## src/rtl/enforcer_pack.sv

```systemverilog
// Shared types and constants for the Avalon-ST packet enforcement blocks.
package enforcer_pack;

   typedef enum logic [0:0] {
      IDLE,
      SEND
   } packetizer_sm_t;

   localparam int unsigned DEFAULT_DATA_WIDTH_IN_BYTES = 16;
   localparam int unsigned EMPTY_WIDTH                 = $clog2(DEFAULT_DATA_WIDTH_IN_BYTES);

endpackage

```

## src/rtl/avalon_st_if.sv

```systemverilog
// Avalon-ST packet interface: data/valid/sop/eop/empty forward, rdy backward.
interface avalon_st_if
   import enforcer_pack::*;
#(
   parameter int unsigned DATA_WIDTH_IN_BYTES = DEFAULT_DATA_WIDTH_IN_BYTES
);
   localparam int unsigned EW = $clog2(DATA_WIDTH_IN_BYTES);

   logic [8*DATA_WIDTH_IN_BYTES-1:0] data;
   logic                             valid;
   logic                             sop;
   logic                             eop;
   logic [EW-1:0]                    empty;
   logic                             rdy;

   modport master (
      output data, valid, sop, eop, empty,
      input  rdy
   );

   modport slave (
      input  data, valid, sop, eop, empty,
      output rdy
   );

endinterface

```

## src/rtl/avalon_len_calc.sv

```systemverilog
// Byte length to beat count and unused-byte count of the final beat.
module avalon_len_calc
   import enforcer_pack::*;
#(
   parameter int unsigned DATA_WIDTH_IN_BYTES = DEFAULT_DATA_WIDTH_IN_BYTES,
   parameter int unsigned LEN_WIDTH           = 16,
   localparam int unsigned EW                 = $clog2(DATA_WIDTH_IN_BYTES)
) (
   input  logic [LEN_WIDTH-1:0] len_bytes,
   output logic [LEN_WIDTH-1:0] word_count,
   output logic [EW-1:0]        last_empty
);

   // One extra bit so the round-up add cannot wrap at the maximum length.
   logic [LEN_WIDTH:0] sum;

   always_comb begin
      sum        = {1'b0, len_bytes} + (LEN_WIDTH+1)'(DATA_WIDTH_IN_BYTES - 1);
      word_count = LEN_WIDTH'(sum >> EW);
      last_empty = EW'(0) - len_bytes[EW-1:0];
   end

endmodule

```

## src/rtl/avalon_packetizer.sv

```systemverilog
// Frames a raw word stream into Avalon-ST packets from per-packet byte-length commands.
module avalon_packetizer
   import enforcer_pack::*;
#(
   parameter int unsigned DATA_WIDTH_IN_BYTES = DEFAULT_DATA_WIDTH_IN_BYTES,
   parameter int unsigned LEN_WIDTH           = 16,
   localparam int unsigned EW                 = $clog2(DATA_WIDTH_IN_BYTES)
) (
   input  logic                             clk,
   input  logic                             rst,
   input  logic                             len_valid,
   input  logic [LEN_WIDTH-1:0]             len_bytes,
   output logic                             len_rdy,
   input  logic                             raw_valid,
   input  logic [8*DATA_WIDTH_IN_BYTES-1:0] raw_data,
   output logic                             raw_rdy,
   avalon_st_if.master                      framed_msg,
   output logic                             len_error,
   output logic                             busy
);

   packetizer_sm_t       state_q;
   logic [LEN_WIDTH-1:0] words_left_q;
   logic [EW-1:0]        last_empty_q;
   logic                 first_word_q;
   logic                 len_error_q;

   logic [LEN_WIDTH-1:0] calc_words;
   logic [EW-1:0]        calc_empty;
   logic                 last_word;
   logic                 beat;

   avalon_len_calc #(
      .DATA_WIDTH_IN_BYTES (DATA_WIDTH_IN_BYTES),
      .LEN_WIDTH           (LEN_WIDTH)
   ) u_len_calc (
      .len_bytes  (len_bytes),
      .word_count (calc_words),
      .last_empty (calc_empty)
   );

   assign last_word = (words_left_q == LEN_WIDTH'(1));
   assign beat      = (state_q == SEND) && raw_valid && framed_msg.rdy;
   assign len_rdy   = (state_q == IDLE);
   assign busy      = (state_q == SEND);
   assign len_error = len_error_q;

   // Zero-latency pass-through; every framed field is forced to 0 when not valid.
   always_comb begin
      framed_msg.valid = 1'b0;
      framed_msg.data  = '0;
      framed_msg.sop   = 1'b0;
      framed_msg.eop   = 1'b0;
      framed_msg.empty = '0;
      raw_rdy          = 1'b0;
      if (state_q == SEND) begin
         raw_rdy          = framed_msg.rdy;
         framed_msg.valid = raw_valid;
         if (raw_valid) begin
            framed_msg.data  = raw_data;
            framed_msg.sop   = first_word_q;
            framed_msg.eop   = last_word;
            framed_msg.empty = last_word ? last_empty_q : '0;
         end
      end
   end

   always_ff @(posedge clk) begin
      if (rst) begin
         state_q      <= IDLE;
         words_left_q <= '0;
         last_empty_q <= '0;
         first_word_q <= 1'b0;
         len_error_q  <= 1'b0;
      end else begin
         len_error_q <= 1'b0;
         unique case (state_q)
            IDLE: begin
               if (len_valid) begin
                  if (len_bytes == '0) begin
                     len_error_q <= 1'b1;
                  end else begin
                     words_left_q <= calc_words;
                     last_empty_q <= calc_empty;
                     first_word_q <= 1'b1;
                     state_q      <= SEND;
                  end
               end
            end
            SEND: begin
               if (beat) begin
                  first_word_q <= 1'b0;
                  words_left_q <= words_left_q - LEN_WIDTH'(1);
                  if (last_word) begin
                     state_q <= IDLE;
                  end
               end
            end
            default: state_q <= IDLE;
         endcase
      end
   end

endmodule

```

## src/flat_wrapper.sv

```systemverilog
// flat-port wrapper written by rule: the top's interface ports become plain ports
module avalon_packetizer_flat import enforcer_pack::*;
#(
   parameter int unsigned DATA_WIDTH_IN_BYTES = DEFAULT_DATA_WIDTH_IN_BYTES,
   parameter int unsigned LEN_WIDTH           = 16,
   localparam int unsigned EW                 = $clog2(DATA_WIDTH_IN_BYTES)
)
  (clk, rst, len_valid, len_bytes, len_rdy, raw_valid, raw_data, raw_rdy, len_error, busy, framed_msg_data, framed_msg_valid, framed_msg_sop, framed_msg_eop, framed_msg_empty, framed_msg_rdy);
  avalon_st_if #(.DATA_WIDTH_IN_BYTES(DATA_WIDTH_IN_BYTES)) framed_msg_i ();
  input  logic clk;
  input  logic rst;
  input  logic len_valid;
  input  logic [LEN_WIDTH-1:0] len_bytes;
  output logic len_rdy;
  input  logic raw_valid;
  input  logic [8*DATA_WIDTH_IN_BYTES-1:0] raw_data;
  output logic raw_rdy;
  output logic len_error;
  output logic busy;
  output wire logic [$bits(framed_msg_i.data)-1:0] framed_msg_data;
  output wire logic [$bits(framed_msg_i.valid)-1:0] framed_msg_valid;
  output wire logic [$bits(framed_msg_i.sop)-1:0] framed_msg_sop;
  output wire logic [$bits(framed_msg_i.eop)-1:0] framed_msg_eop;
  output wire logic [$bits(framed_msg_i.empty)-1:0] framed_msg_empty;
  input wire logic [$bits(framed_msg_i.rdy)-1:0] framed_msg_rdy;
  assign framed_msg_data = framed_msg_i.data;
  assign framed_msg_valid = framed_msg_i.valid;
  assign framed_msg_sop = framed_msg_i.sop;
  assign framed_msg_eop = framed_msg_i.eop;
  assign framed_msg_empty = framed_msg_i.empty;
  assign framed_msg_i.rdy = framed_msg_rdy;
  avalon_packetizer #(.DATA_WIDTH_IN_BYTES(DATA_WIDTH_IN_BYTES), .LEN_WIDTH(LEN_WIDTH)) u_core (.clk(clk), .rst(rst), .len_valid(len_valid), .len_bytes(len_bytes), .len_rdy(len_rdy), .raw_valid(raw_valid), .raw_data(raw_data), .raw_rdy(raw_rdy), .framed_msg(framed_msg_i), .len_error(len_error), .busy(busy));
endmodule
```

## config.mk

```make
export PLATFORM = sky130hd
export DESIGN_NAME = avalon_packetizer_flat
export DESIGN_NICKNAME = d
export VERILOG_FILES = /design/src/rtl/enforcer_pack.sv /design/src/rtl/avalon_st_if.sv /design/src/rtl/avalon_len_calc.sv /design/src/rtl/avalon_packetizer.sv /design/src/flat_wrapper.sv
export SDC_FILE = /design/constraint.sdc
export NUM_CORES = 1
export LEC_CHECK = 0
export CAP_MARGIN = 20
export CELL_PAD_IN_SITES_DETAIL_PLACEMENT = 1
export CELL_PAD_IN_SITES_GLOBAL_PLACEMENT = 1
export CORE_UTILIZATION = 19
export CTS_CLUSTER_SIZE = 12
export DETAILED_ROUTE_END_ITERATION = 7
export PLACE_DENSITY_LB_ADDON = 0.25
export SYNTH_ARGS = -nofsm -noshare
export SYNTH_HDL_FRONTEND = slang
export SYNTH_HIERARCHICAL = 1
export SYNTH_SLANG_ARGS = --single-unit
export TNS_END_PERCENT = 50
```

## constraint.sdc

```tcl
create_clock -name clk -period 2.45 [get_ports clk]
set_input_delay 0.49 -clock clk [delete_from_list [all_inputs] [get_ports clk]]
set_output_delay 0.49 -clock clk [all_outputs]
set_load 0.01 [all_outputs]
```

==> summary.txt <==
Floorplan
  • # rows: 44
  • Chip width: 124 um
  • Core ar.: 14600 um^2
  • Starting Density: 19.5%
  • Ports: 288
  • Die height: 124 um
  • Total die area: 15500 um^2

Place
  • Cell total after placement: 844
  • Placed Area: 6020 um^2
  • Port Buffers: 287
  • HPWL after DPL: 14400 um
  • Place WS: 0.0211 ns
  • GPL Wtd Cong: 0.920

Layout
  • Commonest non-fill, non-tap cell in the layout: clkdlybuf4s50_1
  • Layout area overhead: 115%
  • Reg area: 464 um^2
  • Fillers: 1734
  • Finished Core Util: 41.9%
  • Area of the multi-input gates: 2170 um^2
  • Fin area: 6110 um^2
  • Fin nets: 817
  • Commonest cells after routing, fill and taps aside: 281 x clkdlybuf4s50_1, 131 x and3_1, 24 x nor2_1, 22 x dfxtp_1, 20 x buf_4
  • Share of layout cells above drive strength 1: 9.94%
  • Finished Layout Cells: 849

Detailed routing
  • Drt wl/cell: 20.7 um
  • Drc violations: 0
  • Via count: 4037
  • DRT iter0 DRCs: 170
  • Final ANT Viol Nets: 0
  • Drt pass-1 iters: 4
  • WL final: 17600 um
  • DR vias/cell: 4.76

Timing
  • RSZ-0062 raised after global routing: false
  • Worst Hold Slack: 0.492 ns
  • Measured slew at the worst slew-check pin: 0.627 ns
  • Count of final setup violators: 0
  • Max-slew headroom: 57.9%
  • Setup TNS: 0 ns
  • Worst setup margin: 0.112 ns
  • Final hold vios: 0
  • Setup Skew: 0.00274 ns
  • Tcrit/Tclk final: 95.4%
  • Minimum clock period: 2.34 ns
  • Fmax: 428 MHz
  • Fin. max-slew vios: 0

GRT
  • First-pass GRT wire length: 26400 um
  • Number of global-route vias before repair: 4174
  • Initial antenna violation count: 8
  • GRT Util Overall: 21.9%
  • Total grt overflow: 0
  • Largest net degree at the start of global routing: 97

Clocking
  • Clk Tree Root Cell: clkbuf_16
  • CTS sink cnt: 23
  • TritonCTS Buffers: 3
  • Hold buffers post-CTS: 0
  • CTS Buffer Depth: 2
  • CTS tree: built
  • Clock H-tree levels: 1
  • Worst-Skew Late Latency: 0.26 ns
  • Clk slew on worst S/H paths: 0.06 ns

Worst setup path
  • Critical Path AT: 1.85 ns
  • CP required: 1.96 ns
  • CP Launch Type: flip-flop
  • Worst Setup End Kind: primary output
  • Crit Reg-Reg Endpoint: u_core/words_left_q[12]
  • CP startpoint: u_core/words_left_q[1]
  • Reg2Reg Setup Slack: 0.37 ns
  • RR Startpoint: u_core/words_left_q[0]
  • Crit path kind: reg2out
  • Reg2reg path depth: 7
  • End of the critical path: framed_msg_empty[2]
  • Crit Path Max Fanout: 6

Logic synthesis
  • Xor/xnor share of the synthesized area: 4.00%
  • Ys async rst share: 0%
  • Seq/Total Area, Yosys: 16.2%
  • Synth warnings: 6
  • Top_reg_cell synth: dfxtp_1
  • Mapped Cells: 388
  • Mux contribution to synthesized area: 2.20%
  • Adder-cell share of the synthesized area: 1.32%
  • Number of flops mapped to enable cells by yosys: 0
  • Largest family of logic cells by synthesized area: simple AND/OR/NAND/NOR gates
  • Compound-Gate Fraction of Synth Area: 14.3%
  • Post-Synthesis Cell Area: 2850 um^2
  • Mean Syn Cell Area: 7.33 um^2
  • Yosys reg bits: 23
  • Synth Area in Simple Gates: 53.6%
  • Synth cell types: 53

Power
  • Sw Ratio: 35.3%
  • Flop pwr share: 24.2%
  • Leakage: 2.66 nW
  • Sw power: 0.645 mW
  • Total Power: 1.83 mW
  • Clock power frac: 20.2%
  • Int Pwr: 1.18 mW
  • Maximum vdd drop: 0.227 mV
  • Comb pwr share: 55.6%
  • Pwr dens: 299 nW/um^2

Hold path
  • Hold WC Path Type: reg2reg

Flow run
  • Max cap viols: 0

Run status
  • Outcome: completed
[worst max-delay path, cell delays in order (launching register included)]
cell and delay, ns:
dfxtp_1 0.34, inv_1 0.09, ha_1 0.14, nor4b_2 0.21, nand2_1 0.11, nor3_2 0.14, buf_4 0.16, and2_1 0.12
dlygate4sd2_1 0.26
[power groups by stage]
stage | sequential (mW) | combinational, mW | clock [mW]
5_1_grt | 0.447 | 1.09 | 0.389
3_5_place_dp | 0.449 | 1.01 | 0
4_1_cts | 0.442 | 1.02 | 0.381
2_1_floorplan | 0.439 | 0.433 | 0
3_3_place_gp | 0.447 | 0.989 | 0
6_report | 0.442 | 1.02 | 0.368
[flip-flops by register name, indices dropped and copies added, names as in the netlist]
signal and count:
u_core/busy 1, u_core/len_error 1, u_core/first_word_q 1, u_core/words_left_q 16
u_core/last_empty_q 4
[cells in the mapped netlist (5+ instances only)]
| cell type | number | share of area (%) |
|---|---|---|
| a21oi_1 | 17 | 3.0 |
| and2_1 | 6 | 1.3 |
| and3_1 | 131 | 29 |
| buf_4 | 5 | 1.3 |
| clkbuf_1 | 34 | 4.5 |
| dfxtp_1 | 23 | 16 |
| inv_1 | 7 | 0.92 |
| nand2_1 | 18 | 2.4 |
| nand3_1 | 5 | 0.88 |
| nand4_1 | 5 | 1.1 |
| nor2_1 | 24 | 3.2 |
| nor3_1 | 13 | 2.3 |
| nor4_4 | 6 | 4.5 |
| o21ai_0 | 12 | 2.1 |
| o21ai_2 | 5 | 1.5 |
| xor2_1 | 9 | 2.8 |
[worst min path at each step]
stage / cells past startpoint / end / slack [ns] / from
after floorplan: 2 / u_core/first_word_q / 0.45 / u_core/first_word_q
after global placement: 2 / u_core/words_left_q[14] / 0.47 / u_core/words_left_q[14]
after detailed placement: 2 / u_core/first_word_q / 0.48 / u_core/first_word_q
after CTS: 2 / u_core/first_word_q / 0.50 / u_core/first_word_q
after global routing: 1 / u_core/words_left_q[15] / 0.52 / u_core/words_left_q[15]
final: 2 / u_core/first_word_q / 0.49 / u_core/first_word_q
[logic make-up after synthesis]
group           count (synthesis)
xor+xnor                       13
fa+ha+maj                       3
simple gates                  233
mux                             6
compound gates                 58
flops                          23
buf+inv                        51
other cells                     1
[layer usage]
layer  up-vias  part of all wire [%]  GRT usage, %
met5         -                  0.35             0
met4        10                   2.2          4.89
met3        28                   9.7          8.46
met2       186                    45          35.8
met1      1864                    43          27.1
li1       1949                     -             -
[final cells by class]
class                   instances  area share, %
repair buffers                313           51.3
well taps                     184           3.77
diodes                          1         0.0410
multi-input cells             316           35.5
flip-flops and latches         23           7.60
inverters                       8          0.492
clock buffers                   4           1.29
[timing repair]
action | CTS | global route
setup buffers | 0 | 0
setup endpoints to repair | 5 | 0
gates resized for setup | 7 | 0
(Power assumes the default switching activity.)
